$ cat src/rtl/ir_cmd_pkg.sv
// Shared definitions for the IR command sequencer: frame fields, opcodes,
// motor direction encoding, FSM states and the opcode-to-direction map.
package ir_cmd_pkg;

   localparam logic [3:0] MARKER    = 4'h5;

   localparam logic [3:0] OP_STOP   = 4'd0;
   localparam logic [3:0] OP_FWD    = 4'd1;
   localparam logic [3:0] OP_REV    = 4'd2;
   localparam logic [3:0] OP_SPIN_L = 4'd3;
   localparam logic [3:0] OP_SPIN_R = 4'd4;

   localparam logic [1:0] DIR_STOP  = 2'b00;
   localparam logic [1:0] DIR_FWD   = 2'b01;
   localparam logic [1:0] DIR_REV   = 2'b10;

   typedef enum logic [1:0] {
      ST_IDLE = 2'd0,
      ST_RUN  = 2'd1,
      ST_DEAD = 2'd2
   } state_t;

   // Returns {left, right}; unknown opcodes map to a full stop.
   function automatic logic [3:0] op_to_dir(input logic [3:0] op);
      logic [3:0] dir;
      case (op)
         OP_FWD:    dir = {DIR_FWD,  DIR_FWD};
         OP_REV:    dir = {DIR_REV,  DIR_REV};
         OP_SPIN_L: dir = {DIR_REV,  DIR_FWD};
         OP_SPIN_R: dir = {DIR_FWD,  DIR_REV};
         default:   dir = {DIR_STOP, DIR_STOP};
      endcase
      return dir;
   endfunction

   function automatic logic dir_reverses(input logic [1:0] from_dir,
                                         input logic [1:0] to_dir);
      return ((from_dir == DIR_FWD) && (to_dir == DIR_REV)) ||
             ((from_dir == DIR_REV) && (to_dir == DIR_FWD));
   endfunction

   function automatic int max_int(input int a, input int b);
      return (a > b) ? a : b;
   endfunction

endpackage

$ cat src/rtl/ir_cmd_timer.sv
// Loadable down-counter with freeze; stops at zero and flags it.
module ir_cmd_timer #(
   parameter int W = 8
) (
   input  logic         clk80,
   input  logic         reset_n,
   input  logic         i_load,
   input  logic [W-1:0] i_load_val,
   input  logic         i_freeze,
   output logic         o_zero
);

   logic [W-1:0] r_cnt;

   always_ff @(posedge clk80 or negedge reset_n) begin
      if (!reset_n) begin
         r_cnt <= '0;
      end else if (i_load) begin
         r_cnt <= i_load_val;
      end else if (!i_freeze && (r_cnt != '0)) begin
         r_cnt <= r_cnt - W'(1);
      end
   end

   assign o_zero = (r_cnt == '0);

endmodule

$ cat src/rtl/ir_cmd_ctrl.sv
// IR command sequencer: decodes receiver bytes into left/right motor drive,
// with a refresh watchdog and optional reversal dead-time (IR_CMD_DEADTIME_EN).
//
//   state | meaning
//   IDLE  | motors stopped, waiting for a non-stop command
//   RUN   | applied directions driven, watchdog counting
//   DEAD  | motors off during reversal, pending target held, watchdog frozen
import ir_cmd_pkg::*;

module ir_cmd_ctrl #(
   parameter int TIMEOUT_CYCLES = 16_000_000,
   parameter int DEAD_CYCLES    = 4000
) (
   input  logic       clk80,
   input  logic       reset_n,
   input  logic       rx_valid,
   input  logic [7:0] rx_byte,
   output logic [1:0] motor_l,
   output logic [1:0] motor_r,
   output logic       active,
   output logic       cmd_err,
   output logic       timeout
);

   // Both timers share one width so either period fits.
   localparam int              CNT_W     = $clog2(max_int(TIMEOUT_CYCLES, DEAD_CYCLES));
   localparam logic [CNT_W-1:0] WD_LOAD  = CNT_W'(TIMEOUT_CYCLES - 1);

   state_t     r_state;
   state_t     w_state_nxt;
   logic [3:0] r_mot;
   logic [3:0] w_mot_nxt;
   logic       r_cmd_err;
   logic       w_cmd_err_nxt;
   logic       r_timeout;
   logic       w_timeout_nxt;

   logic [3:0] w_op;
   logic [3:0] w_tgt;
   logic       w_valid;
   logic       w_go;
   logic       w_stop;
   logic       w_defer;

   logic       w_wd_load;
   logic       w_wd_zero;

   assign w_op    = rx_byte[7:4];
   assign w_valid = rx_valid && (rx_byte[3:0] == MARKER) && (w_op <= OP_SPIN_R);
   assign w_tgt   = op_to_dir(w_op);
   assign w_go    = w_valid && (w_op != OP_STOP);
   assign w_stop  = w_valid && (w_op == OP_STOP);

   ir_cmd_timer #(.W(CNT_W)) u_wd (
      .clk80      (clk80),
      .reset_n    (reset_n),
      .i_load     (w_wd_load),
      .i_load_val (WD_LOAD),
      .i_freeze   (r_state != ST_RUN),
      .o_zero     (w_wd_zero)
   );

`ifdef IR_CMD_DEADTIME_EN
   localparam logic [CNT_W-1:0] DEAD_LOAD = CNT_W'(DEAD_CYCLES - 1);

   logic [3:0] r_pend;
   logic [3:0] w_pend_nxt;
   logic       w_dd_load;
   logic       w_dd_zero;

   ir_cmd_timer #(.W(CNT_W)) u_dead (
      .clk80      (clk80),
      .reset_n    (reset_n),
      .i_load     (w_dd_load),
      .i_load_val (DEAD_LOAD),
      .i_freeze   (r_state != ST_DEAD),
      .o_zero     (w_dd_zero)
   );

   // Reversal is only judged in RUN, where r_mot holds the applied directions.
   assign w_defer = dir_reverses(r_mot[3:2], w_tgt[3:2]) ||
                    dir_reverses(r_mot[1:0], w_tgt[1:0]);

   always_ff @(posedge clk80 or negedge reset_n) begin
      if (!reset_n) begin
         r_pend <= '0;
      end else begin
         r_pend <= w_pend_nxt;
      end
   end
`else
   assign w_defer = 1'b0;
`endif

   always_comb begin
      w_state_nxt   = r_state;
      w_mot_nxt     = r_mot;
      w_cmd_err_nxt = rx_valid && !w_valid;
      w_timeout_nxt = 1'b0;
      w_wd_load     = 1'b0;
`ifdef IR_CMD_DEADTIME_EN
      w_pend_nxt    = r_pend;
      w_dd_load     = 1'b0;
`endif
      case (r_state)
         ST_IDLE: begin
            if (w_go) begin
               w_state_nxt = ST_RUN;
               w_mot_nxt   = w_tgt;
               w_wd_load   = 1'b1;
            end
         end
         ST_RUN: begin
            if (w_stop) begin
               w_state_nxt = ST_IDLE;
               w_mot_nxt   = '0;
            end else if (w_go && !w_defer) begin
               w_mot_nxt   = w_tgt;
               w_wd_load   = 1'b1;
`ifdef IR_CMD_DEADTIME_EN
            end else if (w_go) begin
               w_state_nxt = ST_DEAD;
               w_mot_nxt   = '0;
               w_pend_nxt  = w_tgt;
               w_dd_load   = 1'b1;
`endif
            end else if (w_wd_zero) begin
               // A command landing on the expiry cycle is handled above and wins.
               w_state_nxt   = ST_IDLE;
               w_mot_nxt     = '0;
               w_timeout_nxt = 1'b1;
            end
         end
`ifdef IR_CMD_DEADTIME_EN
         ST_DEAD: begin
            if (w_stop) begin
               w_state_nxt = ST_IDLE;
               w_mot_nxt   = '0;
            end else if (w_dd_zero) begin
               // Dead-time has fully elapsed, so a command arriving now is applied as-is.
               w_state_nxt = ST_RUN;
               w_mot_nxt   = w_go ? w_tgt : r_pend;
               w_wd_load   = 1'b1;
            end else if (w_go) begin
               w_pend_nxt  = w_tgt;
            end
         end
`endif
         default: begin
            w_state_nxt = ST_IDLE;
            w_mot_nxt   = '0;
         end
      endcase
   end

   always_ff @(posedge clk80 or negedge reset_n) begin
      if (!reset_n) begin
         r_state   <= ST_IDLE;
         r_mot     <= '0;
         r_cmd_err <= 1'b0;
         r_timeout <= 1'b0;
      end else begin
         r_state   <= w_state_nxt;
         r_mot     <= w_mot_nxt;
         r_cmd_err <= w_cmd_err_nxt;
         r_timeout <= w_timeout_nxt;
      end
   end

   assign motor_l = r_mot[3:2];
   assign motor_r = r_mot[1:0];
   assign active  = (r_state != ST_IDLE);
   assign cmd_err = r_cmd_err;
   assign timeout = r_timeout;

endmodule

$ cat config.mk
export PLATFORM = sky130hd
export DESIGN_NAME = ir_cmd_ctrl
export DESIGN_NICKNAME = d
export VERILOG_FILES = /design/src/rtl/ir_cmd_pkg.sv /design/src/rtl/ir_cmd_timer.sv /design/src/rtl/ir_cmd_ctrl.sv
export SDC_FILE = /design/constraint.sdc
export NUM_CORES = 1
export LEC_CHECK = 0
export CORE_MARGIN = 8
export CORE_UTILIZATION = 45
export CTS_CLUSTER_DIAMETER = 200
export CTS_CLUSTER_SIZE = 12
export DETAILED_ROUTE_END_ITERATION = 8
export PLACE_DENSITY = 0.65
export SYNTH_ARGS = -nofsm -noshare
export SYNTH_HDL_FRONTEND = slang
export SYNTH_SLANG_ARGS = --single-unit
$ cat constraint.sdc
create_clock -name clk80 -period 2.4 [get_ports clk80]
set_input_delay 0.72 -clock clk80 [delete_from_list [all_inputs] [get_ports clk80]]
set_output_delay 0.72 -clock clk80 [all_outputs]
set_load 0.05 [all_outputs]
==> flow_metrics.env <==
export IMPL_grt_pass1_wl_mm=7.176
export IMPL_finalHoldViolCount=0
export IMPL_outcome="completed"
export IMPL_ir_drop_v=0.0003627
export IMPL_grt_use_met2=0.2428
export IMPL_p_leak_uw=0.0007990
export IMPL_num_antenna_cells=0
export IMPL_cts_hold_buf=0
export IMPL_timing_hold_ws_ps=522.9
export IMPL_portBuffers=17
export IMPL_utilization=0.5665
export IMPL_cts_buffers=5
export IMPL_synth_area_um2=1782
export IMPL_synth_area_leaders="dfrtp_1 44%, xnor2_1 4.4%, a21oi_1 4.2%"
export IMPL_endpoint_kind="flip-flop"
export IMPL_seq_area_frac_synth=0.4354
export IMPL_finClkSkew_ps=6.741
export IMPL_finalSetupViolations=0
export IMPL_synth_edff_count=0
export IMPL_reg2reg_depth=5
export IMPL_grt_ovfl_total=0
export IMPL_hp_class="flip-flop to flip-flop"
export IMPL_synth_seq_cells=31
export IMPL_cts_htree_levels=2
export IMPL_vias_per_cell=5.907
export IMPL_critPathLaunchType="flip-flop"
export IMPL_clock_sinks=31
export IMPL_rows=23
export IMPL_rr_startpoint="u_wd.r_cnt[17]$_DFFE_PN0P_"
export IMPL_power_uw=1529
export IMPL_critPathMaxFanout=8
export IMPL_grt_pass1_vias=1579
export IMPL_fin_crit_sh=0.9435
export IMPL_fmax_mhz=441.6
export IMPL_clk_path_buf_depth=2
export IMPL_r2r_slack_ps=140
export IMPL_drtIter0Drc=134
export IMPL_ys_types=44
export IMPL_required_ps=2570
export IMPL_drive_gt1_frac=0.1565
export IMPL_relSlewSlack=0.5525
export IMPL_start_util=0.4552
export IMPL_root_buffer="clkbuf_8"
export IMPL_postSynthAreaPerCell_um2=9.137
export IMPL_hold_path_end="u_wd.r_cnt[23]$_DFFE_PN0P_"
export IMPL_antenna_found_initial=0
export IMPL_crit_start="u_wd.r_cnt[17]$_DFFE_PN0P_"
export IMPL_final_setup_worst_slack_ps=135.5
export IMPL_n_fill_cell=386
export IMPL_drv_cap=0
export IMPL_syn_num_nets=208
export IMPL_num_vias=1654
export IMPL_synth_flop_cell="dfrtp_1"
export IMPL_firstDrtPassIters=4
export IMPL_final_nets=242
export IMPL_r2r_end="u_wd.r_cnt[14]$_DFFE_PN0P_"
export IMPL_hpwlAfterDp_mm=3.189
export IMPL_area_growth_pct=24.44
export IMPL_io_pins=18
export IMPL_yosysTopAreaCell="dfrtp_1"
export IMPL_die_h_um=78.93
export IMPL_clkSlewWorstSetupHoldPaths_ps=70
export IMPL_cellPowerDensity_nw_per_um2=689.7
export IMPL_multi_input_area_um2=958.4
export IMPL_gp_congestion=0.8932
export IMPL_hold_depth=2
export IMPL_cts_tree="yes"
export IMPL_final_common_cell="dfrtp_1"
export IMPL_cts_setup_buffers=0
export IMPL_drc_errors=0
export IMPL_rsz0062_at_grt="no"
export IMPL_busiest_layer="met2"
export IMPL_grt_util_met1=0.1695
export IMPL_core_area_um2=3914
export IMPL_worst_slew_pin_slew_ps=671.3
export IMPL_die_area_um2=6229
export IMPL_seqCellArea_um2=775.7
export IMPL_yosys_area_top_type_share=0.4354
export IMPL_grt_use_total=0.1454
export IMPL_clk_latency_ps=280
export IMPL_die_w_um=78.93
export IMPL_grtUsageMet3=0.04740
export IMPL_slew_violations=0
export IMPL_pre_cts_slack_ps=-186.9
export IMPL_min_delay_start="u_wd.r_cnt[23]$_DFFE_PN0P_"
export IMPL_wl_per_cell_um=15.60
export IMPL_synthArstFlopShare=1.000
export IMPL_grt_start_max_net_pins=32
export IMPL_finalCriticalPeriod_ps=2264
export IMPL_layout_common_cells="31 x dfrtp_1, 18 x nand2_1, 16 x clkdlybuf4s50_1, 16 x buf_4"
export IMPL_arrival_ps=2430
export IMPL_ant_nets=0
export IMPL_wl_mm=4.368
export IMPL_path_class="flip-flop to flip-flop"
export IMPL_synthCells=195
export IMPL_yosysWarnings=0
## where the power goes
part | total [µW] | switching (µW) | internal [µW] | leakage [µW]
combinational | 402 | 229 | 173 | 0.000427
sequential | 735 | 120 | 616 | 0.000330
clock | 392 | 189 | 203 | 0.0000422
## state kept, by name, summed over array words and instances (netlist names)
signal / cells
cmd_err: 1
timeout: 1
r_state: 1
r_mot: 4
u_wd.r_cnt: 24
## what timing repair did
item,4_1_cts,5_1_grt
endpoints found under the setup margin,0,1
resized for setup,0,1
hold endpoints to repair,0,0
## worst max-delay path, cell delays in order, from the launching register on
cell,delay (ps)
dfrtp_1,420
or4_4,600
or4_4,620
o211ai_4,280
or4_1,180
a21oi_2,50
## metal layers
layer | wire, µm | part of all wire
met5 | 0 | 0
met4 | 58 | 0.013
met3 | 207 | 0.047
met2 | 2170 | 0.50
met1 | 1932 | 0.44
## per-stage QoR
step | cells | TNS, ps | instance area (µm²)
floorplan | 195 | 0 | 1782
global placement | 272 | 0 | 2130
detailed placement | 272 | -305.4 | 2130
CTS | 280 | 0 | 2211
global route | 280 | 0 | 2217
finish | 280 | 0 | 2217
## cell type report
| type | count | share of cell area |
|---|---|---|
| multi-input cells | 152 | 0.4323 |
| clock inverters | 1 | 0.002257 |
| well taps | 50 | 0.02822 |
| clock buffers | 7 | 0.03442 |
| inverters | 5 | 0.008465 |
| repair buffers | 34 | 0.1445 |
| flip-flops and latches | 31 | 0.3499 |
## Yosys cell counts, types with 2 or more instances
| master | instances |
|---|---|
| a31oi_1 | 2 |
| or3_1 | 6 |
| or2_2 | 2 |
| ha_1 | 2 |
| nand3_1 | 7 |
| nor4b_1 | 3 |
| nand2_1 | 18 |
| nor2_1 | 15 |
| or4_1 | 5 |
| nor4_1 | 6 |
| clkbuf_1 | 4 |
| and3_1 | 5 |
| xnor2_1 | 9 |
| dfrtp_1 | 31 |
| xor2_1 | 3 |
| a211oi_1 | 2 |
| nand2b_1 | 6 |
| o21ai_0 | 10 |
| inv_1 | 5 |
| o21ai_1 | 2 |
| and2_1 | 2 |
| nor3_1 | 8 |
| o31ai_1 | 3 |
| a21oi_1 | 15 |
| nor2b_1 | 3 |
| o41ai_1 | 2 |
| or4_4 | 2 |
## kinds of logic (layout without fill, tap and decap cells)
group,Yosys count,after routing,share of synthesized area
simple gates,91,91,0.2816
compound gates,47,47,0.1798
flops,31,31,0.4354
buf+inv,12,47,0.03019
xor+xnor,12,12,0.05899
fa+ha+maj,2,2,0.01404
## worst max-delay path by stage
stage                                       endpoint  slack, ps  cells past startpoint
after global placement          r_mot[0]$_DFFE_PN0P_         40                      6
after global routing      u_wd.r_cnt[14]$_DFFE_PN0P_         30                      6
after detailed placement        r_mot[0]$_DFFE_PN0P_       -190                      6
after CTS                       r_mot[0]$_DFFE_PN0P_         70                      6
final                     u_wd.r_cnt[14]$_DFFE_PN0P_        140                      5
after floorplan           u_wd.r_cnt[14]$_DFFE_PN0P_        210                      6
No activity file was read; power rests on OpenSTA's default activity.
